<file path="config.mk">
export PLATFORM = sky130hd
export DESIGN_NAME = gpu_cmd_sequencer
export DESIGN_NICKNAME = d
export VERILOG_FILES = /design/src/rtl/gpu_cmd_pkg.sv /design/src/rtl/gpu_cmd_fifo.sv /design/src/rtl/gpu_cmd_sequencer.sv
export SDC_FILE = /design/constraint.sdc
export NUM_CORES = 1
export LEC_CHECK = 0
export BUFFER_PORTS_ARGS = -buffer_cell sky130_fd_sc_hd__buf_2
export CAP_MARGIN = 25
export CELL_PAD_IN_SITES_DETAIL_PLACEMENT = 0
export CELL_PAD_IN_SITES_GLOBAL_PLACEMENT = 2
export CORE_MARGIN = 2
export CORE_UTILIZATION = 39
export CTS_CLUSTER_DIAMETER = 60
export CTS_CLUSTER_SIZE = 20
export DETAILED_ROUTE_END_ITERATION = 10
export PLACE_DENSITY = 0.85
export SLEW_MARGIN = 10
export SYNTH_ARGS = -nofsm -noshare
export SYNTH_HDL_FRONTEND = slang
export SYNTH_SLANG_ARGS = --single-unit
export TNS_END_PERCENT = 10
</file>
<file path="constraint.sdc">
create_clock -name clk -period 4.4 [get_ports clk]
set_clock_uncertainty 0.05 [all_clocks]
set_input_delay 0.44 -clock clk [delete_from_list [all_inputs] [get_ports clk]]
set_output_delay 0.44 -clock clk [all_outputs]
set_load 0.005 [all_outputs]
</file>
<file path="src/rtl/gpu_cmd_pkg.sv">
// Shared types and status-word layout for the GPU command sequencer.
package gpu_cmd_pkg;

  typedef enum logic [2:0] {
    CLEAR      = 3'd0,
    SET_START  = 3'd1,
    SET_END    = 3'd2,
    SET_COLOR  = 3'd3,
    MOVE_START = 3'd4,
    MOVE_END   = 3'd5,
    DRAW       = 3'd6,
    FLIP       = 3'd7
  } opcode_e;

  typedef enum logic {
    ENG_CLEAR = 1'b0,
    ENG_DRAW  = 1'b1
  } eng_op_e;

  typedef enum logic [1:0] {
    IDLE  = 2'd0,
    EXEC  = 2'd1,
    ISSUE = 2'd2,
    WAIT  = 2'd3
  } seq_state_e;

  localparam int ST_COUNT_LSB = 0;
  localparam int ST_BUSY      = 8;
  localparam int ST_FB_SEL    = 9;
  localparam int ST_OVERFLOW  = 10;
  localparam int ST_DROP_LSB  = 16;

endpackage

</file>
<file path="src/rtl/gpu_cmd_fifo.sv">
// Show-ahead synchronous FIFO; a push while full is accepted only alongside a pop.
module gpu_cmd_fifo #(
  parameter int DEPTH = 4,
  parameter int WIDTH = 27
) (
  input  logic                       clk,
  input  logic                       n_rst,
  input  logic                       push,
  input  logic [WIDTH-1:0]           push_data,
  input  logic                       pop,
  output logic [WIDTH-1:0]           head,
  output logic                       full,
  output logic                       empty,
  output logic [$clog2(DEPTH+1)-1:0] count
);
  localparam int AW = $clog2(DEPTH);
  localparam int CW = $clog2(DEPTH + 1);

  logic [WIDTH-1:0] mem [DEPTH];
  logic [AW-1:0]    wr_ptr_reg, rd_ptr_reg;
  logic [CW-1:0]    count_reg;
  logic             push_ok, pop_ok;

  assign full    = (count_reg == CW'(DEPTH));
  assign empty   = (count_reg == '0);
  assign count   = count_reg;
  assign head    = mem[rd_ptr_reg];
  assign pop_ok  = pop & ~empty;
  assign push_ok = push & (~full | pop_ok);

  always_ff @(posedge clk) begin
    if (push_ok) mem[wr_ptr_reg] <= push_data;
  end

  always_ff @(posedge clk or negedge n_rst) begin
    if (!n_rst) begin
      wr_ptr_reg <= '0;
      rd_ptr_reg <= '0;
      count_reg  <= '0;
    end else begin
      if (push_ok) wr_ptr_reg <= wr_ptr_reg + AW'(1);
      if (pop_ok)  rd_ptr_reg <= rd_ptr_reg + AW'(1);
      case ({push_ok, pop_ok})
        2'b10:   count_reg <= count_reg + CW'(1);
        2'b01:   count_reg <= count_reg - CW'(1);
        default: count_reg <= count_reg;
      endcase
    end
  end

endmodule

</file>
<file path="src/rtl/gpu_cmd_sequencer.sv">
// APB command front end: queues command words, updates geometry/colour and launches engine jobs.
// Build macro GPU_DROP_COUNT_EN adds a saturating dropped-push counter in status bits [23:16].
module gpu_cmd_sequencer
  import gpu_cmd_pkg::*;
#(
  parameter int FIFO_DEPTH = 4,
  parameter int SCREEN_W   = 320,
  parameter int SCREEN_H   = 240
) (
  input  logic        clk,
  input  logic        n_rst,
  input  logic        psel,
  input  logic        pwrite,
  input  logic [31:0] pwdata,
  output logic [31:0] prdata,
  output logic        eng_start,
  output logic        eng_op,
  input  logic        eng_done,
  output logic [8:0]  start_x,
  output logic [7:0]  start_y,
  output logic [8:0]  end_x,
  output logic [7:0]  end_y,
  output logic [23:0] color,
  output logic        fb_sel
);
  localparam int CW = $clog2(FIFO_DEPTH + 1);
  localparam logic signed [10:0] X_MAX = 11'(SCREEN_W - 1);
  localparam logic signed [10:0] Y_MAX = 11'(SCREEN_H - 1);

  seq_state_e  state_reg, state_next;
  eng_op_e     eng_op_reg;
  logic        wr_prev_reg, rd_prev_reg, overflow_reg, fb_sel_reg;
  logic [26:0] cmd_reg;
  logic [8:0]  start_x_reg, end_x_reg;
  logic [7:0]  start_y_reg, end_y_reg;
  logic [23:0] color_reg;

  logic        wr_req, rd_req, push, pop, rd_rise, drop, busy;
  logic        fifo_full, fifo_empty;
  logic [26:0] fifo_head;
  logic [CW-1:0] fifo_count;
  logic [7:0]  drop_cnt;
  logic [31:0] status;
  logic        unused_bits;

  assign wr_req      = psel & pwrite;
  assign rd_req      = psel & ~pwrite;
  assign push        = wr_req & ~wr_prev_reg;
  assign rd_rise     = rd_req & ~rd_prev_reg;
  assign drop        = push & fifo_full & ~pop;
  assign unused_bits = ^pwdata[31:27];

  gpu_cmd_fifo #(.DEPTH(FIFO_DEPTH), .WIDTH(27)) u_fifo (
    .clk       (clk),
    .n_rst     (n_rst),
    .push      (push),
    .push_data (pwdata[26:0]),
    .pop       (pop),
    .head      (fifo_head),
    .full      (fifo_full),
    .empty     (fifo_empty),
    .count     (fifo_count)
  );

  opcode_e            cmd_op;
  logic [23:0]        payload;
  logic [8:0]         base_x, clamp_x;
  logic [7:0]         base_y, clamp_y;
  logic signed [10:0] sum_x, sum_y;

  assign cmd_op  = opcode_e'(cmd_reg[26:24]);
  assign payload = cmd_reg[23:0];
  assign base_x  = (cmd_op == MOVE_END) ? end_x_reg : start_x_reg;
  assign base_y  = (cmd_op == MOVE_END) ? end_y_reg : start_y_reg;
  // Offsets are sign-extended; 11 bits cover every base+offset without wrap.
  assign sum_x   = $signed({2'b00, base_x}) + $signed({{2{payload[16]}}, payload[16:8]});
  assign sum_y   = $signed({3'b000, base_y}) + $signed({{3{payload[7]}}, payload[7:0]});

  always_comb begin
    if (sum_x[10])          clamp_x = '0;
    else if (sum_x > X_MAX) clamp_x = X_MAX[8:0];
    else                    clamp_x = sum_x[8:0];
    if (sum_y[10])          clamp_y = '0;
    else if (sum_y > Y_MAX) clamp_y = Y_MAX[7:0];
    else                    clamp_y = sum_y[7:0];
  end

  always_ff @(posedge clk or negedge n_rst) begin
    if (!n_rst) state_reg <= IDLE;
    else        state_reg <= state_next;
  end

  always_comb begin
    state_next = state_reg;
    pop        = 1'b0;
    eng_start  = 1'b0;
    case (state_reg)
      IDLE: begin
        if (!fifo_empty) begin
          pop        = 1'b1;
          state_next = EXEC;
        end
      end
      EXEC:    state_next = (cmd_op == CLEAR || cmd_op == DRAW) ? ISSUE : IDLE;
      ISSUE: begin
        eng_start  = 1'b1;
        state_next = WAIT;
      end
      WAIT:    if (eng_done) state_next = IDLE;
      default: state_next = IDLE;
    endcase
  end

  always_ff @(posedge clk or negedge n_rst) begin
    if (!n_rst) begin
      cmd_reg     <= '0;
      start_x_reg <= '0;
      start_y_reg <= '0;
      end_x_reg   <= '0;
      end_y_reg   <= '0;
      color_reg   <= '0;
      fb_sel_reg  <= 1'b0;
      eng_op_reg  <= ENG_CLEAR;
    end else begin
      if (pop) cmd_reg <= fifo_head;
      if (state_reg == EXEC) begin
        case (cmd_op)
          CLEAR:      eng_op_reg <= ENG_CLEAR;
          DRAW:       eng_op_reg <= ENG_DRAW;
          SET_START:  begin start_x_reg <= payload[16:8]; start_y_reg <= payload[7:0]; end
          SET_END:    begin end_x_reg   <= payload[16:8]; end_y_reg   <= payload[7:0]; end
          SET_COLOR:  color_reg <= payload;
          MOVE_START: begin start_x_reg <= clamp_x; start_y_reg <= clamp_y; end
          MOVE_END:   begin end_x_reg   <= clamp_x; end_y_reg   <= clamp_y; end
          FLIP:       fb_sel_reg <= ~fb_sel_reg;
          default:    ;
        endcase
      end
    end
  end

  // Writes and reads are mutually exclusive, so set and clear never collide.
  always_ff @(posedge clk or negedge n_rst) begin
    if (!n_rst) begin
      wr_prev_reg  <= 1'b0;
      rd_prev_reg  <= 1'b0;
      overflow_reg <= 1'b0;
    end else begin
      wr_prev_reg <= wr_req;
      rd_prev_reg <= rd_req;
      if (drop)         overflow_reg <= 1'b1;
      else if (rd_rise) overflow_reg <= 1'b0;
    end
  end

`ifdef GPU_DROP_COUNT_EN
  logic [7:0] drop_cnt_reg;
  always_ff @(posedge clk or negedge n_rst) begin
    if (!n_rst) begin
      drop_cnt_reg <= '0;
    end else if (drop) begin
      if (drop_cnt_reg != 8'hFF) drop_cnt_reg <= drop_cnt_reg + 8'd1;
    end else if (rd_rise) begin
      drop_cnt_reg <= '0;
    end
  end
  assign drop_cnt = drop_cnt_reg;
`else
  assign drop_cnt = 8'h00;
`endif

  assign busy = (state_reg != IDLE) | ~fifo_empty;

  always_comb begin
    status                      = '0;
    status[ST_COUNT_LSB +: 8]   = 8'(fifo_count);
    status[ST_BUSY]             = busy;
    status[ST_FB_SEL]           = fb_sel_reg;
    status[ST_OVERFLOW]         = overflow_reg;
    status[ST_DROP_LSB +: 8]    = drop_cnt;
    prdata                      = rd_req ? status : 32'h0;
  end

  assign eng_op  = eng_op_reg;
  assign start_x = start_x_reg;
  assign start_y = start_y_reg;
  assign end_x   = end_x_reg;
  assign end_y   = end_y_reg;
  assign color   = color_reg;
  assign fb_sel  = fb_sel_reg;

endmodule

</file>
==> flow_metrics.env <==
export IMPL_path_cells="nand3b_1 -> buf_4 -> nand2_1 -> nand2_1 -> fa_1 -> a211oi_2 -> o21bai_1 -> o31ai_4 -> xnor2_1 -> a311oi_1 -> o21ai_0"
export IMPL_r2r_slack_ns=0.62
export IMPL_synth_adder_area_share_pct=3.89
export IMPL_ys_flop_type="edfxtp_1"
export IMPL_setup_viol=0
export IMPL_min_period_ns=3.78
export IMPL_post_cts_resize_count=0
export IMPL_grt_first_pass_wirelength_mm=34.1
export IMPL_cp_required_ns=4.71
export IMPL_leakage_uw=0.00467
export IMPL_cp_max_fo=17
export IMPL_utilization_pct=45.7
export IMPL_max_freq_mhz=264
export IMPL_synth_top_family_by_area="simple AND/OR/NAND/NOR gates"
export IMPL_cts_root_buf="clkbuf_16"
export IMPL_cts_buffers_inserted=18
export IMPL_start_util_pct=39.5
export IMPL_worstPathArrival_ns=4.09
export IMPL_synthSimpleGateAreaFrac_pct=11.2
export IMPL_postPlaceCellArea_sq_um=10400
export IMPL_crit_slowest_cell="nand3b_1"
export IMPL_pre_cts_ws_ns=0.567
export IMPL_finalCritPeriodShare_pct=85.9
export IMPL_nets=940
export IMPL_hold_class="in -> reg"
export IMPL_grt_max_degree=72
export IMPL_postSynthAreaPerCell_sq_um=12.4
export IMPL_largest_reg_flops=108
export IMPL_hold_path_depth=1
export IMPL_ys_seq_elements=207
export IMPL_end_kind="flip-flop"
export IMPL_timing_hold_ws_ns=0.0976
export IMPL_ios=130
export IMPL_finalHoldViolCount=0
export IMPL_dr_first_iter_drc_count=434
export IMPL_tightest_slew_ns=0.873
export IMPL_multi_input_area_sq_um=3570
export IMPL_worstRegToRegCells=11
export IMPL_drtPass1Iterations=4
export IMPL_p_int_uw=5170
export IMPL_cts_path_max_buffers=3
export IMPL_hpwl_mm=14.6
export IMPL_clock_sinks=207
export IMPL_seq_area_frac_synth_pct=59.7
export IMPL_portBuffers=98
export IMPL_wl_per_cell_microns=17.8
export IMPL_synth_compound_area_share_pct=9.44
export IMPL_ys_warn_count=0
export IMPL_rsz0062_at_grt="no"
export IMPL_powerDensity_nw_per_um2=786
export IMPL_setup_tns_ns=0
export IMPL_max_stage_delay_ns=0.52
export IMPL_synth_cells=771
export IMPL_fillers=2257
export IMPL_antenna_found_initial=5
export IMPL_synth_top_area_share_pct=33.8
export IMPL_yosys_top_cells_area="edfxtp_1, dfrtp_1, mux4_2"
export IMPL_clk_pin_slew_ns=0.08
export IMPL_die_area_sq_um=25800
export IMPL_comb_power_share_pct=46.0
export IMPL_via_count=6147
export IMPL_synth_area_sq_um=9590
export IMPL_area_delta_synth_final_pct=15.7
export IMPL_status="finished, final reports clean"
export IMPL_htreeDepth=1
export IMPL_startpoint_type="flip-flop"
export IMPL_ant_nets=0
export IMPL_synth_edf_count=108
export IMPL_grt_pass1_vias=5942
export IMPL_async_flop_share_pct=47.8
export IMPL_cp_common_cell="nand2_1"
export IMPL_grt_usage_pct=16.8
export IMPL_die_height_microns=161
export IMPL_routabilityCongestion=0.805
export IMPL_worstReg2RegEnd="end_y[0]"
export IMPL_vias_per_cell=5.07
export IMPL_synth_cell_type_count=59
export IMPL_setup_worst_path_class="reg -> reg"
export IMPL_drv_cap=0
export IMPL_regToRegStartpoint="cmd_reg[25]"
export IMPL_muxShareOfSynthArea_pct=9.37
export IMPL_postCtsHoldBufs=0
export IMPL_peakVddDrop_uv=295
export IMPL_yosysMostFrequentCell="nand2_1"
export IMPL_power_switching_uw=3540
export IMPL_placeableCoreArea_sq_um=24200
export IMPL_swShare_pct=40.7
export IMPL_relSlewSlack_pct=41.8
export IMPL_die_w_microns=161
export IMPL_insertion_delay_ns=0.50
export IMPL_p_seq_share_pct=34.6
export IMPL_synth_xor_area_share_pct=2.18
export IMPL_maxSlewViolCount=0
export IMPL_seq_area_sq_um=5720
export IMPL_synthTopCellsByCount="nand2_1, edfxtp_1, dfrtp_1"
export IMPL_synth_top_cell_by_area="edfxtp_1"
export IMPL_row_count=57
export IMPL_setup_ws_ns=0.619
export IMPL_gr_total_overflow=0
export IMPL_min_to="u_fifo.mem[1][18]"
export IMPL_worstHoldStart="pwdata[18]"
export IMPL_cts_tree="yes"
export IMPL_power_frac_clock_pct=19.4
export IMPL_drive_above_1_share_pct=24.2
export IMPL_drc=0
export IMPL_post_route_cell_area_sq_um=11100
export IMPL_post_cts_buffers=0
export IMPL_routed_wl_mm=21.6
cell usage in the layout (no fill, tap or decap), drive strengths merged, types with 13 or more instances in the layout:
cell and count:
nand2 150, buf 118, edfxtp 108, dfrtp 99, a21oi 49, nor2 36
mux4 27, conb 26, ha 25, mux2 24, inv 23, clkbuf 20
o22ai 19, o21ai 19, xnor2 18, a211oi 13
per-stage QoR:
| stage | power (uW) | std cells |
|---|---|---|
| 2_1_floorplan | 5840 | 796 |
| 3_3_place_gp | 7050 | 1176 |
| 3_5_place_dp | 7070 | 1176 |
| 4_1_cts | 8790 | 1208 |
| 5_1_grt | 9390 | 1212 |
| 6_report | 8720 | 1213 |
power groups by stage:
stage	Clock [uW]	Sequential, uW	Combinational (uW)
global placement	0	3110	3940
CTS	1740	3080	3970
floorplan	0	2880	2960
global route	1810	3100	4480
detailed placement	0	3120	3950
finish	1690	3020	4010
logic make-up (layout without fill, tap and decap cells):
kind of cell,count (synthesis),count (layout)
fa+ha+maj,28,28
mux,53,53
buf+inv,78,169
other cells,1,28
flops,207,207
compound gates,136,136
xor+xnor,23,23
simple gates,245,245
how the worst max path moves through the flow:
stage                 from  endpoint  slack (ns)  depth (start not counted)
4_1_cts        cmd_reg[25]  end_y[0]        0.54                         11
3_5_place_dp   cmd_reg[25]  end_y[0]        0.57                         11
5_1_grt        cmd_reg[25]  end_y[0]        0.22                         11
3_3_place_gp   cmd_reg[25]  end_y[0]        0.63                         11
6_report       cmd_reg[25]  end_y[0]        0.62                         11
2_1_floorplan  cmd_reg[25]  end_x[6]        1.17                         15
critical path, delay by kind of cell (launching register included):
kind | cells | cell delay (ns)
AO/OA/AOI/OAI | 5 | 1.30
AND/OR/NAND/NOR | 3 | 0.69
flip-flops | 1 | 0.49
adder cells (fa/ha/maj) | 1 | 0.45
buffers and inverters | 1 | 0.38
XOR/XNOR | 1 | 0.26
layer usage:
| layer | global-route usage, % | vias to the layer above | part of all wire (%) |
|---|---|---|---|
| li1 | - | 2966 | - |
| met1 | 23.2 | 3013 | 45 |
| met2 | 27.8 | 142 | 48 |
| met3 | 3.43 | 20 | 5.8 |
| met4 | 3.08 | 6 | 1.1 |
| met5 | 0 | - | 0.16 |
layout make-up:
type | instances | area share (%)
clock buffer | 20 | 4.13
multi-input combinational | 511 | 32.2
timing repair buffer | 119 | 6.18
clock inverter | 12 | 1.62
inverter | 18 | 0.609
tap | 324 | 3.65
sequential | 207 | 51.6
antenna | 2 | 0.0451
Note: power is estimated with default switching activity, not from simulation.
